$ cat config.mk
export PLATFORM = sky130hd
export DESIGN_NAME = coram_channel_thread_end_flat
export DESIGN_NICKNAME = d
export VERILOG_FILES = /design/src/rtl/coram_channel_thread_end_if.sv /design/src/rtl/coram_channel_thread_end.sv /design/src/flat_wrapper.sv
export SDC_FILE = /design/constraint.sdc
export NUM_CORES = 2
export LEC_CHECK = 0
export CAP_MARGIN = 15
export CORE_MARGIN = 3
export CORE_UTILIZATION = 45
export DETAILED_ROUTE_END_ITERATION = 16
export GPL_TIMING_DRIVEN = 0
export PLACE_DENSITY_LB_ADDON = 0.05
export REMOVE_ABC_BUFFERS = 1
export SETUP_SLACK_MARGIN = 0.15
export SYNTH_ARGS = -nofsm -noshare
export SYNTH_HDL_FRONTEND = slang
export SYNTH_SLANG_ARGS = --single-unit
$ cat constraint.sdc
create_clock -name CLK -period 16.3 [get_ports CLK]
set_clock_uncertainty 0.1 [all_clocks]
set_input_delay 1.63 -clock CLK [delete_from_list [all_inputs] [get_ports CLK]]
set_output_delay 1.63 -clock CLK [all_outputs]
set_load 0.005 [all_outputs]
$ cat src/rtl/coram_channel_thread_end_if.sv
// rtl/coram_channel_thread_end_if.sv - user/thread channel signal bundle; err_clr/err present under CORAM_CHANNEL_ERR_EN
interface coram_channel_thread_end_if #(
  parameter int WIDTH    = 64,
  parameter int LOGDEPTH = 4
);
  logic [WIDTH-1:0]  dout;
  logic              dout_en;
  logic              dout_rdy;
  logic [WIDTH-1:0]  din;
  logic              din_en;
  logic              din_rdy;
  logic [WIDTH-1:0]  t_rdata;
  logic              t_rvalid;
  logic              t_rready;
  logic [WIDTH-1:0]  t_wdata;
  logic              t_wvalid;
  logic              t_wready;
  logic [LOGDEPTH:0] u2t_count;
  logic [LOGDEPTH:0] t2u_count;
  logic [31:0]       thread_id_o;
  logic [31:0]       chan_id_o;
`ifdef CORAM_CHANNEL_ERR_EN
  logic              err_clr;
  logic [3:0]        err;
`endif

  modport slave (
    input  dout, dout_en, din_en, t_rready, t_wdata, t_wvalid,
`ifdef CORAM_CHANNEL_ERR_EN
    input  err_clr,
    output err,
`endif
    output dout_rdy, din, din_rdy, t_rdata, t_rvalid, t_wready,
    output u2t_count, t2u_count, thread_id_o, chan_id_o
  );

  modport master (
    output dout, dout_en, din_en, t_rready, t_wdata, t_wvalid,
`ifdef CORAM_CHANNEL_ERR_EN
    output err_clr,
    input  err,
`endif
    input  dout_rdy, din, din_rdy, t_rdata, t_rvalid, t_wready,
    input  u2t_count, t2u_count, thread_id_o, chan_id_o
  );
endinterface

$ cat src/rtl/coram_channel_thread_end.sv
// rtl/coram_channel_thread_end.sv - CoRAM channel thread endpoint: u2t and t2u FWFT FIFOs; sticky error flags under CORAM_CHANNEL_ERR_EN
module coram_channel_thread_end #(
  parameter int WIDTH           = 64,
  parameter int DEPTH           = 16,
  parameter int LOGDEPTH        = 4,
  parameter int CORAM_THREAD_ID = 0,
  parameter int CORAM_ID        = 0
) (
  input  logic                      CLK,
  input  logic                      RST_N,
  coram_channel_thread_end_if.slave ch
);

  localparam logic [LOGDEPTH:0]   FULL_CNT = (LOGDEPTH+1)'(DEPTH);
  localparam logic [LOGDEPTH:0]   CNT_ONE  = (LOGDEPTH+1)'(1);
  localparam logic [LOGDEPTH-1:0] PTR_ONE  = LOGDEPTH'(1);

  logic [WIDTH-1:0]    mem_u2t [DEPTH];
  logic [LOGDEPTH-1:0] u2t_wr_ptr;
  logic [LOGDEPTH-1:0] u2t_rd_ptr;
  logic [LOGDEPTH:0]   u2t_cnt;

  logic [WIDTH-1:0]    mem_t2u [DEPTH];
  logic [LOGDEPTH-1:0] t2u_wr_ptr;
  logic [LOGDEPTH-1:0] t2u_rd_ptr;
  logic [LOGDEPTH:0]   t2u_cnt;

  logic u2t_not_full;
  logic u2t_not_empty;
  logic t2u_not_full;
  logic t2u_not_empty;
  logic push_u2t;
  logic pop_u2t;
  logic push_t2u;
  logic pop_t2u;

  // Flags depend only on registered counts, so a same-cycle pop never frees a slot.
  assign u2t_not_full  = (u2t_cnt != FULL_CNT);
  assign u2t_not_empty = (u2t_cnt != '0);
  assign t2u_not_full  = (t2u_cnt != FULL_CNT);
  assign t2u_not_empty = (t2u_cnt != '0);

  assign push_u2t = ch.dout_en  & u2t_not_full;
  assign pop_u2t  = ch.t_rready & u2t_not_empty;
  assign push_t2u = ch.t_wvalid & t2u_not_full;
  assign pop_t2u  = ch.din_en   & t2u_not_empty;

  assign ch.dout_rdy  = u2t_not_full;
  assign ch.t_rvalid  = u2t_not_empty;
  assign ch.t_wready  = t2u_not_full;
  assign ch.din_rdy   = t2u_not_empty;
  assign ch.u2t_count = u2t_cnt;
  assign ch.t2u_count = t2u_cnt;

  assign ch.t_rdata = u2t_not_empty ? mem_u2t[u2t_rd_ptr] : '0;
  assign ch.din     = t2u_not_empty ? mem_t2u[t2u_rd_ptr] : '0;

  assign ch.thread_id_o = 32'(CORAM_THREAD_ID);
  assign ch.chan_id_o   = 32'(CORAM_ID);

  always_ff @(posedge CLK) begin
    if (push_u2t) mem_u2t[u2t_wr_ptr] <= ch.dout;
    if (push_t2u) mem_t2u[t2u_wr_ptr] <= ch.t_wdata;
  end

  always_ff @(posedge CLK or negedge RST_N) begin
    if (!RST_N) begin
      u2t_wr_ptr <= '0;
      u2t_rd_ptr <= '0;
      u2t_cnt    <= '0;
    end else begin
      if (push_u2t) u2t_wr_ptr <= u2t_wr_ptr + PTR_ONE;
      if (pop_u2t)  u2t_rd_ptr <= u2t_rd_ptr + PTR_ONE;
      case ({push_u2t, pop_u2t})
        2'b10:   u2t_cnt <= u2t_cnt + CNT_ONE;
        2'b01:   u2t_cnt <= u2t_cnt - CNT_ONE;
        default: u2t_cnt <= u2t_cnt;
      endcase
    end
  end

  always_ff @(posedge CLK or negedge RST_N) begin
    if (!RST_N) begin
      t2u_wr_ptr <= '0;
      t2u_rd_ptr <= '0;
      t2u_cnt    <= '0;
    end else begin
      if (push_t2u) t2u_wr_ptr <= t2u_wr_ptr + PTR_ONE;
      if (pop_t2u)  t2u_rd_ptr <= t2u_rd_ptr + PTR_ONE;
      case ({push_t2u, pop_t2u})
        2'b10:   t2u_cnt <= t2u_cnt + CNT_ONE;
        2'b01:   t2u_cnt <= t2u_cnt - CNT_ONE;
        default: t2u_cnt <= t2u_cnt;
      endcase
    end
  end

`ifdef CORAM_CHANNEL_ERR_EN
  logic [3:0] err_q;
  logic [3:0] err_evt;

  assign err_evt = {ch.t_rready & ~u2t_not_empty,
                    ch.t_wvalid & ~t2u_not_full,
                    ch.din_en   & ~t2u_not_empty,
                    ch.dout_en  & ~u2t_not_full};

  // New events are OR-ed after the clear so a same-cycle event survives err_clr.
  always_ff @(posedge CLK or negedge RST_N) begin
    if (!RST_N) err_q <= '0;
    else        err_q <= (ch.err_clr ? 4'b0000 : err_q) | err_evt;
  end

  assign ch.err = err_q;
`endif

endmodule

$ cat src/flat_wrapper.sv
// flat-port wrapper written by rule: the top's interface ports become plain ports
module coram_channel_thread_end_flat 
#(
  parameter int WIDTH           = 64,
  parameter int DEPTH           = 16,
  parameter int LOGDEPTH        = 4,
  parameter int CORAM_THREAD_ID = 0,
  parameter int CORAM_ID        = 0
)
  (CLK, RST_N, ch_dout, ch_dout_en, ch_din_en, ch_t_rready, ch_t_wdata, ch_t_wvalid, ch_dout_rdy, ch_din, ch_din_rdy, ch_t_rdata, ch_t_rvalid, ch_t_wready, ch_u2t_count, ch_t2u_count, ch_thread_id_o, ch_chan_id_o);
  coram_channel_thread_end_if #(.WIDTH(WIDTH), .LOGDEPTH(LOGDEPTH)) ch_i ();
  input  logic CLK;
  input  logic RST_N;
  input wire logic [$bits(ch_i.dout)-1:0] ch_dout;
  input wire logic [$bits(ch_i.dout_en)-1:0] ch_dout_en;
  input wire logic [$bits(ch_i.din_en)-1:0] ch_din_en;
  input wire logic [$bits(ch_i.t_rready)-1:0] ch_t_rready;
  input wire logic [$bits(ch_i.t_wdata)-1:0] ch_t_wdata;
  input wire logic [$bits(ch_i.t_wvalid)-1:0] ch_t_wvalid;
  output wire logic [$bits(ch_i.dout_rdy)-1:0] ch_dout_rdy;
  output wire logic [$bits(ch_i.din)-1:0] ch_din;
  output wire logic [$bits(ch_i.din_rdy)-1:0] ch_din_rdy;
  output wire logic [$bits(ch_i.t_rdata)-1:0] ch_t_rdata;
  output wire logic [$bits(ch_i.t_rvalid)-1:0] ch_t_rvalid;
  output wire logic [$bits(ch_i.t_wready)-1:0] ch_t_wready;
  output wire logic [$bits(ch_i.u2t_count)-1:0] ch_u2t_count;
  output wire logic [$bits(ch_i.t2u_count)-1:0] ch_t2u_count;
  output wire logic [$bits(ch_i.thread_id_o)-1:0] ch_thread_id_o;
  output wire logic [$bits(ch_i.chan_id_o)-1:0] ch_chan_id_o;
  assign ch_i.dout = ch_dout;
  assign ch_i.dout_en = ch_dout_en;
  assign ch_i.din_en = ch_din_en;
  assign ch_i.t_rready = ch_t_rready;
  assign ch_i.t_wdata = ch_t_wdata;
  assign ch_i.t_wvalid = ch_t_wvalid;
  assign ch_dout_rdy = ch_i.dout_rdy;
  assign ch_din = ch_i.din;
  assign ch_din_rdy = ch_i.din_rdy;
  assign ch_t_rdata = ch_i.t_rdata;
  assign ch_t_rvalid = ch_i.t_rvalid;
  assign ch_t_wready = ch_i.t_wready;
  assign ch_u2t_count = ch_i.u2t_count;
  assign ch_t2u_count = ch_i.t2u_count;
  assign ch_thread_id_o = ch_i.thread_id_o;
  assign ch_chan_id_o = ch_i.chan_id_o;
  coram_channel_thread_end #(.WIDTH(WIDTH), .DEPTH(DEPTH), .LOGDEPTH(LOGDEPTH), .CORAM_THREAD_ID(CORAM_THREAD_ID), .CORAM_ID(CORAM_ID)) u_core (.CLK(CLK), .RST_N(RST_N), .ch(ch_i));
endmodule
==> out/metrics.yaml <==
run_status:
  status: "finished, final reports clean"
timing:
  tightest_slew_ns: 0.957
  rsz0062_at_grt: "false"
  fin_crit_sh_pct: 38.6
  setup_violations: 0
  slew_headroom_pct: 36.0
  final_max_slew_viol_count: 0
  min_period_ns: 6.29
  finalHoldViolCount: 0
  finalWorstSetupSlack_ns: 10.01
  finalHoldWorstSlack_ns: 0.445
  fmax_mhz: 159
  finalSetupTns_ns: 0
floorplan:
  dieArea_um2: 183000
  start_util_pct: 45.3
  rows: 154
  io_pins: 340
  die-width_um: 427
  die_h_um: 427
  coreArea_um2: 176000
detailed_routing:
  postRouteAntennaNets: 0
  drt_first_pass_iters: 7
  vias: 36400
  vias_per_cell: 5.64
  drc: 0
  wl_per_cell_um: 29.3
  wl_mm: 189
  dr.first_iter.drc_count: 2456
setup_path:
  cp_max_fo: 48
  reg2reg_depth: 11
  crit_required_ns: 14.57
  crit_type: "reg -> out"
  worstSetupStartpoint: "u_core.u2t_rd_ptr[1]"
  rrSetupSlack_ns: 12.36
  critical_path.startpoint_type: "register"
  worstPathArrival_ns: 4.56
  crit_path_end_kind: "primary output"
  regToRegEndpoint: "u_core.ch.t2u_count[4]"
  r2r_start: "u_core.ch.t2u_count[2]"
  critical_path.endpoint: "ch_t_rdata[49]"
power_and_ir_drop:
  p_per_area_nw_per_um2: 174
  p_leak_uw: 0.0298
  max-vdd-ir-drop_mv: 0.116
cells_and_area:
  layout.nets: 4088
  fin_area_um2: 94700
  areaGrowthSynthToFinish_pct: 18.6
  final_util_pct: 53.7
  final-seq-area_um2: 62200
  final_common_cell: "edfxtp_1"
  multi_input_area_um2: 16800
  n_fill_cell: 13300
  drive_above_1_share_pct: 27.3
  layout_common_cells: "edfxtp_1, mux4_2, clkdlybuf4s50_1"
global_routing:
  grt_pass1_wl_mm: 272
  antenna_found_initial: 27
  grt_usage_pct: 20.9
  grt_pass1_vias: 38800
  grt-ovfl-total: 0
  grt_start_max_net_pins: 59
yosys:
  yosys_warnings: 0
  synth_edf_count: 2048
  ys_types: 46
  synthArstFlopShare_pct: 1.25
  synth.avg_cell_area_um2: 23.2
  syn-cell-area_um2: 79900
  synthFlopType: "edfxtp_1"
  synth_seq_cells: 2074
  netlist_instances: 3450
  synth-seq-area-share_pct: 77.8
clock_network:
  tritoncts: "yes"
  cts_setup_buffers: 0
  cts-root-buf: "clkbuf_16"
  cts.clk_slew.worst_paths_ns: 0.06
  holdBufCountCts: 0
  cts_max_level: 4
  clock_path_buffers: 3
  clkLatencyLatePin_ns: 0.81
  cts-resized-gates: 0
  clock-sinks: 2074
  numCtsBuffers: 207
placed_design:
  placed_area_um2: 88300
  io_buffers: 275
  hpwl_mm: 123
  gp_congestion: 0.699
  pre_cts_ws_ns: 10.70
worst_hold_path:
  hold_path.class: "reg -> reg"
run:
  drv_cap: 0
==> cells by family (layout without fill, tap and decap cells) <==
logic type                 after synthesis  count (layout)  synth area share [%]
AOI/OAI and AO/OA                      199             199                  2.05
xor gates and xnor gates                23              23                 0.252
adders and majority gates               17              17                 0.266
buffers and inverters                  268             853                  1.74
DFF                                   2074            2074                  77.8
muxes                                  649             649                  16.3
other                                    1              82               0.00469
and+or+nand+nor                        219             219                  1.59
==> report_power, final <==
part	switching (uW)	total, uW	leakage [uW]	internal (uW)
registers	295	6720	0.0188	6420
clock network	1890	4480	0.00312	2590
logic	2520	5280	0.00792	2760
total	4700	16500	0.0298	11800
==> synth_stat cells (2+ instances only) <==
cell type | count | area, um^2
nand2b_1 | 7 | 43.8
xnor2_1 | 13 | 114
o21ai_0 | 11 | 55.1
nor4b_1 | 2 | 17.5
nand2_1 | 20 | 75.1
buf_4 | 69 | 518
a21oi_1 | 12 | 60.1
mux4_2 | 512 | 11500
and3b_1 | 2 | 17.5
buf_1 | 25 | 93.8
o211ai_1 | 2 | 15.0
clkbuf_1 | 101 | 379
nor2_1 | 30 | 113
and3_1 | 5 | 31.3
nand4_1 | 2 | 12.5
nor4_1 | 3 | 18.8
edfxtp_1 | 2048 | 61500
a21boi_1 | 2 | 15.0
buf_6 | 7 | 78.8
buf_2 | 56 | 280
nor3_1 | 9 | 45.0
dfrtp_1 | 26 | 651
nor2b_1 | 127 | 795
ha_1 | 17 | 213
inv_1 | 9 | 33.8
xor2_1 | 10 | 87.6
a211oi_1 | 86 | 646
mux2i_1 | 48 | 480
a311oi_1 | 2 | 17.5
nand3_1 | 6 | 30.0
mux2_2 | 88 | 991
a221o_1 | 79 | 791
==> through the flow <==
step                std cells  total power (uW)
finish                   6456             16500
detailed placement       6068             12300
global route             6451             17300
global placement         5870             13400
CTS                      6438             16800
floorplan                3255             10600
==> final cells by class <==
| class | count | area share (%) |
|---|---|---|
| antenna | 18 | 0.0476 |
| multi-input combinational | 1171 | 17.8 |
| timing repair buffer | 473 | 6.67 |
| inverter | 10 | 0.0396 |
| clock inverter | 109 | 0.892 |
| clock buffer | 261 | 5.86 |
| sequential | 2074 | 65.6 |
| tap | 2340 | 3.09 |
==> metal layers <==
metal	share of wire, %	vias to the layer above	global-route usage (%)
li1	-	15500	-
met1	39	19700	25.7
met2	54	836	37.4
met3	4.3	310	3.64
met4	3.1	8	7.16
met5	0.024	-	0
==> worst min path at each step <==
stage / slack [ns] / start / depth (start not counted) / to
after floorplan: 0.39 / u_core.u2t_rd_ptr[2] / 1 / u_core.u2t_rd_ptr[2]
after global placement: 0.42 / u_core.u2t_rd_ptr[2] / 1 / u_core.u2t_rd_ptr[2]
after detailed placement: 0.44 / u_core.ch.u2t_count[4] / 1 / u_core.ch.u2t_count[4]
after CTS: 0.45 / u_core.ch.u2t_count[4] / 1 / u_core.ch.u2t_count[4]
after global routing: 0.47 / u_core.ch.u2t_count[4] / 1 / u_core.ch.u2t_count[4]
final: 0.45 / u_core.ch.u2t_count[4] / 1 / u_core.ch.u2t_count[4]
==> registers in the layout, indices dropped and copies added, names as in the netlist <==
register,cells
u_core.ch.u2t_count,5
u_core.mem_t2u,1024
u_core.ch.t2u_count,5
u_core.t2u_rd_ptr,4
u_core.t2u_wr_ptr,4
u_core.mem_u2t,1024
u_core.u2t_rd_ptr,4
u_core.u2t_wr_ptr,4
==> worst max-delay path, stage by stage (launching register included) <==
cell and delay (ns):
dfrtp_4 1.00, buf_16 0.32, buf_16 0.33, buf_16 0.31, mux4_2 0.55, mux2_2 0.29
a221o_1 0.33, clkdlybuf4s50_1 0.46
No activity file was read; power rests on OpenSTA's default activity.
